[src/rtl/mux32_arbiter.sv]
// Two-requester round-robin arbiter driving a 32-bit 2:1 mux into a single-entry
// output register with valid/ready handshake and per-grant burst limiting.
module mux32_arbiter #(
  parameter int unsigned BURST_MAX = 4
) (
  input  logic        clk,
  input  logic        reset,
  input  logic        req0,
  input  logic        req1,
  input  logic [31:0] data0,
  input  logic [31:0] data1,
  output logic        gnt0,
  output logic        gnt1,
  output logic        sel,
  output logic        ack0,
  output logic        ack1,
  output logic [31:0] out_data,
  output logic        out_valid,
  input  logic        out_ready
);

  localparam int unsigned DW = 32;
  localparam int unsigned CW = 4;

  // Encoding chosen so each grant output is a state register bit.
  typedef enum logic [1:0] {
    ST_IDLE = 2'b00,
    ST_G0   = 2'b01,
    ST_G1   = 2'b10
  } state_t;

  state_t          r_state;
  state_t          w_next_state;
  state_t          w_arb;
  logic            r_last;
  logic            r_sel;
  logic            r_out_valid;
  logic [DW-1:0]   r_out_data;
  logic [CW-1:0]   r_beat_cnt;
  logic [CW-1:0]   w_beat_cnt_nxt;
  logic [CW-1:0]   w_cnt_inc;
  logic            w_ack0;
  logic            w_ack1;
  logic            w_accept;
  logic            w_req_cur;
  logic            w_enter;
  logic [DW-1:0]   w_mux_data;

  // Accept only when the output slot is empty or being drained this cycle.
  assign w_ack0    = !reset && (r_state == ST_G0) && req0 && (!r_out_valid || out_ready);
  assign w_ack1    = !reset && (r_state == ST_G1) && req1 && (!r_out_valid || out_ready);
  assign w_accept  = w_ack0 | w_ack1;
  assign w_cnt_inc = r_beat_cnt + CW'(w_accept);
  assign w_mux_data = r_sel ? data1 : data0;

  // Round-robin pick: on a tie the requester that was not granted last wins.
  always_comb begin
    w_arb = ST_IDLE;
    if (req0 && req1) begin
      w_arb = r_last ? ST_G0 : ST_G1;
    end else if (req0) begin
      w_arb = ST_G0;
    end else if (req1) begin
      w_arb = ST_G1;
    end
  end

  always_comb begin
    w_next_state   = r_state;
    w_beat_cnt_nxt = r_beat_cnt;
    w_enter        = 1'b0;
    w_req_cur      = (r_state == ST_G1) ? req1 : req0;
    case (r_state)
      ST_IDLE: begin
        w_next_state   = w_arb;
        w_beat_cnt_nxt = '0;
        w_enter        = (w_arb != ST_IDLE);
      end
      ST_G0, ST_G1: begin
        if (!w_req_cur || (w_cnt_inc == CW'(BURST_MAX))) begin
          w_next_state   = w_arb;
          w_beat_cnt_nxt = '0;
          w_enter        = (w_arb != ST_IDLE);
        end else begin
          w_beat_cnt_nxt = w_cnt_inc;
        end
      end
      default: begin
        w_next_state   = ST_IDLE;
        w_beat_cnt_nxt = '0;
      end
    endcase
  end

  always_ff @(posedge clk or posedge reset) begin
    if (reset) begin
      r_state <= ST_IDLE;
    end else begin
      r_state <= w_next_state;
    end
  end

  always_ff @(posedge clk or posedge reset) begin
    if (reset) begin
      r_beat_cnt <= '0;
      r_last     <= 1'b1;
      r_sel      <= 1'b0;
    end else begin
      r_beat_cnt <= w_beat_cnt_nxt;
      if (w_enter) begin
        r_last <= (w_next_state == ST_G1);
        r_sel  <= (w_next_state == ST_G1);
      end
    end
  end

  // Single-entry output slot; grant changes never touch it.
  always_ff @(posedge clk or posedge reset) begin
    if (reset) begin
      r_out_valid <= 1'b0;
      r_out_data  <= '0;
    end else if (w_accept) begin
      r_out_valid <= 1'b1;
      r_out_data  <= w_mux_data;
    end else if (out_ready) begin
      r_out_valid <= 1'b0;
    end
  end

  assign gnt0      = r_state[0];
  assign gnt1      = r_state[1];
  assign sel       = r_sel;
  assign ack0      = w_ack0;
  assign ack1      = w_ack1;
  assign out_data  = r_out_data;
  assign out_valid = r_out_valid;

endmodule

[config.mk]
export PLATFORM = sky130hd
export DESIGN_NAME = mux32_arbiter
export DESIGN_NICKNAME = d
export VERILOG_FILES = /design/src/rtl/mux32_arbiter.sv
export SDC_FILE = /design/constraint.sdc
export NUM_CORES = 1
export LEC_CHECK = 0
export ABC_AREA = 1
export ABC_CLOCK_PERIOD_IN_PS = 7100
export BUFFER_PORTS_ARGS = -buffer_cell sky130_fd_sc_hd__buf_2
export CORE_UTILIZATION = 50
export CTS_BUF_LIST = sky130_fd_sc_hd__clkbuf_4
export DETAILED_ROUTE_END_ITERATION = 6
export MAX_ROUTING_LAYER = met4
export PLACE_DENSITY = 0.85
export RECOVER_POWER = 25
export SYNTH_ARGS = -nofsm -noshare
export SYNTH_HDL_FRONTEND = slang
export SYNTH_SLANG_ARGS = --single-unit
[constraint.sdc]
create_clock -name clk -period 7.1 [get_ports clk]
set_input_delay 1.775 -clock clk [delete_from_list [all_inputs] [get_ports clk]]
set_output_delay 1.775 -clock clk [all_outputs]
set_load 0.05 [all_outputs]
==> results of run 1 <==
==> critical path: stages <==
cell and delay [ns]:
buf_2 0.09, nand2_1 0.09, nor3_4 0.23, buf_2 0.31
==> worst min path at each step <==
stage | start | to | slack [ns] | cells after the start
detailed placement | out_data[25] | out_data[25] | 0.46 | 2
global route | out_data[16] | out_data[16] | 0.52 | 2
CTS | out_data[25] | out_data[25] | 0.49 | 2
floorplan | r_last | r_last | 0.45 | 2
finish | out_data[30] | out_data[30] | 0.49 | 2
global placement | out_data[6] | out_data[6] | 0.46 | 2
==> layout make-up <==
cell class / instances / area, µm² / area share, %
clock buffer: 7 / 52.6 / 1.83
clock inverter: 1 / 3.75 / 0.131
inverter: 51 / 191 / 6.67
multi-input combinational: 180 / 988 / 34.4
sequential: 41 / 1030 / 35.8
tap: 52 / 65.1 / 2.27
timing repair buffer: 108 / 541 / 18.8
==> power by group <==
group | total [mW] | switching, mW | internal [mW]
combinational | 0.782 | 0.573 | 0.209
clock | 0.115 | 0.0689 | 0.0458
sequential | 0.432 | 0.0974 | 0.334
total | 1.33 | 0.740 | 0.589
==> synth_stat cells <==
cell type	number
o21ai_0	33
buf_2	4
clkbuf_1	4
a21oi_1	3
buf_8	1
inv_2	2
dfstp_2	1
nand3_1	5
ha_1	6
inv_1	49
buf_6	4
dfrtp_1	40
nand2_1	81
nand4_1	2
nand2_2	6
or2_0	1
nor3_4	1
nand4_2	1
nor2_4	2
buf_1	1
nor2_1	6
o21ai_1	4
o21ai_2	29
==> kinds of logic (layout without fill, tap and decap cells) <==
| logic type | count (synthesis) | in the layout | synth area share (%) |
|---|---|---|---|
| flip-flops | 41 | 41 | 44.5 |
| AO/OA/AOI/OAI | 69 | 69 | 19.7 |
| buffers and inverters | 65 | 167 | 12.6 |
| AND/OR/NAND/NOR | 105 | 105 | 19.9 |
| adder cells (fa/ha/maj) | 6 | 6 | 3.26 |
==> flip-flops by register name, indices dropped and copies added, names as in the netlist <==
signal      flops
out_data       32
out_valid       1
r_beat_cnt      4
r_last          1
r_state         2
sel             1
==> per-stage QoR <==
stage	hold WS, ns	util (%)
after floorplan	0.453	-
after global placement	0.460	64.3
after detailed placement	0.463	64.3
after CTS	0.491	65.6
after global routing	0.515	65.5
final	0.487	65.5
==> routing by layer <==
layer | global-route usage (%) | up-vias
met3 | 4.04 | 5
met4 | 7.56 | 0
li1 | - | 1086
met5 | - | -
met1 | 21.7 | 896
met2 | 35.7 | 56
==> results.json, run 1 <==
{
  "status": "finished with violations",
  "violations": "capacitance limit, slew limit",
  "final_common_cell": "buf_2",
  "cts_resized": 0,
  "drtAntennaViolNets": 0,
  "path_clk_slew_ns": 0.11,
  "place.gp.congestion": 0.854,
  "antenna-diode-count": 0,
  "wl_met1_um": 1940,
  "crit_path_max_fanout": 2,
  "endpoint_kind": "output port",
  "root_buffer": "clkbuf_4",
  "layout.nets": 462,
  "wl_met2_um": 2200,
  "p_per_area_nw_per_um2": 463,
  "grt_usage_pct": 19.9,
  "synthToLayoutAreaGrowth_pct": 24.5,
  "ys_seq_area_share_pct": 44.5,
  "r2r_end": "sel",
  "drc_errors": 0,
  "syn_area_um2": 2310,
  "r2r_cells": 18,
  "dieArea_um2": 4890,
  "rows": 24,
  "slew_viol_final": 42,
  "rsz0062_at_grt": "false",
  "placed_area_um2": 2820,
  "fmax_ghz": 0.234,
  "power_mw": 1.33,
  "grt_pass1_vias": 1895,
  "r2r_slack_ns": 3.85,
  "highest_layer": "met4",
  "hpwl_um": 3270,
  "fin_skew_ns": 0.00526,
  "grt_max_degree": 67,
  "drtPass1Iterations": 4,
  "final_cells": 440,
  "crit_path_start": "req1",
  "numPlacedInstances": 432,
  "ioPinCount": 107,
  "final_area_um2": 2870,
  "maxCapViolCount": 1,
  "place_ws_ns": 2.61,
  "yosys.area.top_type": "dfrtp_1",
  "synth_top_area_share_pct": 43.4,
  "antenna_found_initial": 0,
  "first_iter_violations": 107,
  "min_period_ns": 4.27,
  "cp.required_ns": 5.33,
  "finalHoldViolCount": 0,
  "cts_tree": "built",
  "netlist_instances": 286,
  "viasPerCell": 4.64,
  "die_height_um": 69.9,
  "grt_pass1_wl_um": 7610,
  "startpoint_type": "primary input",
  "peakVddDrop_mv": 0.324,
  "worstSetupPathType": "primary input to output port",
  "die_w_um": 69.9,
  "crit_path_end": "ack1",
  "dr_wl_met3_um": 209,
  "syn_nets": 361,
  "drive_gt1_share_pct": 40.2,
  "cts_buffers": 5,
  "wl_per_cell_um": 10.0,
  "fin_crit_sh_pct": 60.1,
  "synth.avg_cell_area_um2": 8.06,
  "fin_ws_ns": 2.83,
  "synth.distinct_cells": 23,
  "port_buffers": 106,
  "finalWirelength_um": 4410,
  "setup_viol": 0,
  "yosys_register_bits": 41,
  "tightestPinTransition_ns": 2.16,
  "leakage_nw": 1.68,
  "clock_latency_ns": 0.34,
  "arrival_ns": 2.49,
  "r2r_start": "r_state[0]",
  "initial_core_util_pct": 52.6,
  "setup-tns-final_ns": 0,
  "core_area_um2": 4380,
  "fill_cells": 396,
  "clock_path_buffers": 2,
  "cts_hold_buf": 0,
  "final_cell_mix": "buf_2 (105), nand2_1 (81), inv_1 (48), dfrtp_1 (39), o21ai_0 (33)",
  "htreeDepth": 2,
  "cts_setup_buffers": 0,
  "synth_top_cells_by_area": "dfrtp_1 (43%), nand2_1 (13%), o21ai_2 (11%), inv_1 (8.0%), o21ai_0 (7.2%)",
  "clock_sinks": 41,
  "via_count": 2043,
  "grt_overflow": 0,
  "hold_class": "register to register",
  "synth_warnings": 0,
  "worst_slew_margin_rel_pct": -43.9
}
(Power assumes the default switching activity.)
==> run 2, diff against run 1 <==
- ABC_CLOCK_PERIOD_IN_PS: 7100 -> 3850
- CORE_UTILIZATION: 50 -> 44
- PLACE_DENSITY: 0.85 -> 0.79
- clock period: 7.1 -> 3.85 ns (I/O delays scaled with it)
==> run 2 against run 1 <==
  * The run still ends with capacitance limit, slew limit left
  * Critical path depth fell by 1
  * Setup slack got worse by 1.8 ns
  * Die area increased by 13%
  * Clock skew rose by 0.0049 ns
  * Largest cell class unchanged
  * Largest power group unchanged
==> results.json, run 2 (synthesis gave the netlist of run 1 again) <==
{
  "place.gp.congestion": 0.906,
  "die_height_um": 74.4,
  "arrival_ns": 2.72,
  "layout.nets": 463,
  "crit_path_end": "sel",
  "root_buffer": "clkbuf_4",
  "rsz0062_at_grt": "false",
  "clock_sinks": 41,
  "slowest_stage": "clkbuf_1",
  "endpoint_kind": "async pin",
  "fin_skew_ns": 0.0101,
  "setup-tns-final_ns": 0,
  "antenna_found_initial": 0,
  "via_count": 2029,
  "cts_resized": 0,
  "drive_gt1_share_pct": 40.9,
  "crit_path_start": "reset",
  "worstSetupPathType": "primary input to async pin",
  "dr_wl_met3_um": 245,
  "grt_overflow": 0,
  "tightestPinTransition_ns": 2.17,
  "rows": 25,
  "cp_num_cells": 3,
  "r2r_slack_ns": 1.26,
  "drtAntennaViolNets": 0,
  "viasPerCell": 4.45,
  "wl_met1_um": 2020,
  "cts_setup_buffers": 0,
  "sequential_cell_area_um2": 1030,
  "final_common_cell": "buf_2",
  "largest_reg_flops": 32,
  "multi_input_area_um2": 988,
  "initial_core_util_pct": 47.3,
  "peakVddDrop_mv": 0.606,
  "dieArea_um2": 5530,
  "slew_viol_final": 42,
  "r2r_end": "sel",
  "worst_path_largest_cell_delay_ns": 1.54,
  "worst_slew_margin_rel_pct": -44.8,
  "fill_cells": 465,
  "hold_class": "register to register",
  "placed_area_um2": 2850,
  "antenna-diode-count": 0,
  "grt_pass1_wl_um": 7210,
  "core_area_um2": 4880,
  "startpoint_type": "primary input",
  "clock_path_buffers": 2,
  "synthToLayoutAreaGrowth_pct": 25.8,
  "path_delay_family": "buffers and inverters",
  "leakage_nw": 1.69,
  "status": "finished with violations",
  "violations": "capacitance limit, slew limit",
  "finalWirelength_um": 4580,
  "cp_num_buf_inv": 3,
  "cts_hold_buf": 0,
  "p_per_area_nw_per_um2": 849,
  "cts_buffers": 5,
  "drtPass1Iterations": 4,
  "cp.required_ns": 3.72,
  "finalHoldViolCount": 0,
  "drc_errors": 0,
  "die_w_um": 74.4,
  "crit_path_max_fanout": 41,
  "fin_crit_sh_pct": 74.3,
  "ioPinCount": 107,
  "maxCapViolCount": 1,
  "power_mw": 2.46,
  "wl_met2_um": 2270,
  "highest_layer": "met4",
  "hpwl_um": 3450,
  "path_clk_slew_ns": 0.11,
  "port_buffers": 106,
  "clock_latency_ns": 0.34,
  "crit_chain": "buf_2 -> clkinvlp_4 -> clkbuf_1",
  "r2r_cells": 17,
  "cts_tree": "built",
  "final_cell_mix": "buf_2 (106), nand2_1 (81), inv_1 (48), dfrtp_1 (39), o21ai_0 (33)",
  "wl_per_cell_um": 10.0,
  "grt_usage_pct": 17.6,
  "min_period_ns": 2.86,
  "fmax_ghz": 0.350,
  "setup_viol": 0,
  "grt_pass1_vias": 1774,
  "final_area_um2": 2900,
  "htreeDepth": 2,
  "r2r_start": "r_state[0]",
  "first_iter_violations": 81,
  "grt_max_degree": 66
}
## run 2: through the flow
step / setup WS, ns / utilization [%] / hold WS (ns) / cells
global route: 0.476 / 59.5 / 0.508 / 456
finish: 0.991 / 59.5 / 0.485 / 456
floorplan: 0.0769 / - / 0.453 / 286
CTS: 1.13 / 59.5 / 0.490 / 456
global placement: 0.971 / 58.4 / 0.460 / 448
detailed placement: 0.817 / 58.4 / 0.462 / 448
## run 2: layout make-up
cell class	instances	area share, %
multi-input cells	180	34.1
well taps	67	2.89
clock buffers	7	1.81
clock inverters	1	0.129
flip-flops and latches	41	35.4
repair buffers	109	18.9
inverters	51	6.73
## run 2: worst min-delay path by stage
stage,start,endpoint,slack (ns),depth (start not counted)
2_1_floorplan,r_last,r_last,0.45,2
3_3_place_gp,out_data[25],out_data[25],0.46,2
3_5_place_dp,out_data[26],out_data[26],0.46,2
6_report,out_data[25],out_data[25],0.49,2
4_1_cts,out_data[26],out_data[26],0.49,2
5_1_grt,out_data[7],out_data[7],0.51,2
## run 2: power by group
part	total, mW	switching (mW)	leakage, nW	internal (mW)
Clock	0.215	0.130	0.0338	0.0845
Combinational	1.53	1.14	1.14	0.390
Sequential	0.719	0.101	0.515	0.618
## run 2: worst register-to-register path: cells and delay by family (launching register included)
family,cells,cell delay [ns]
DFF,1,0.46
buffers and inverters,2,0.18
and+or+nand+nor,12,1.25
adders and majority gates,3,0.60
## run 2: per-layer routing
| metal | up-vias | global-route usage [%] |
|---|---|---|
| met3 | 5 | 4.74 |
| met5 | - | - |
| met4 | 0 | 3.77 |
| met2 | 59 | 31.1 |
| met1 | 874 | 19.7 |
| li1 | 1091 | - |
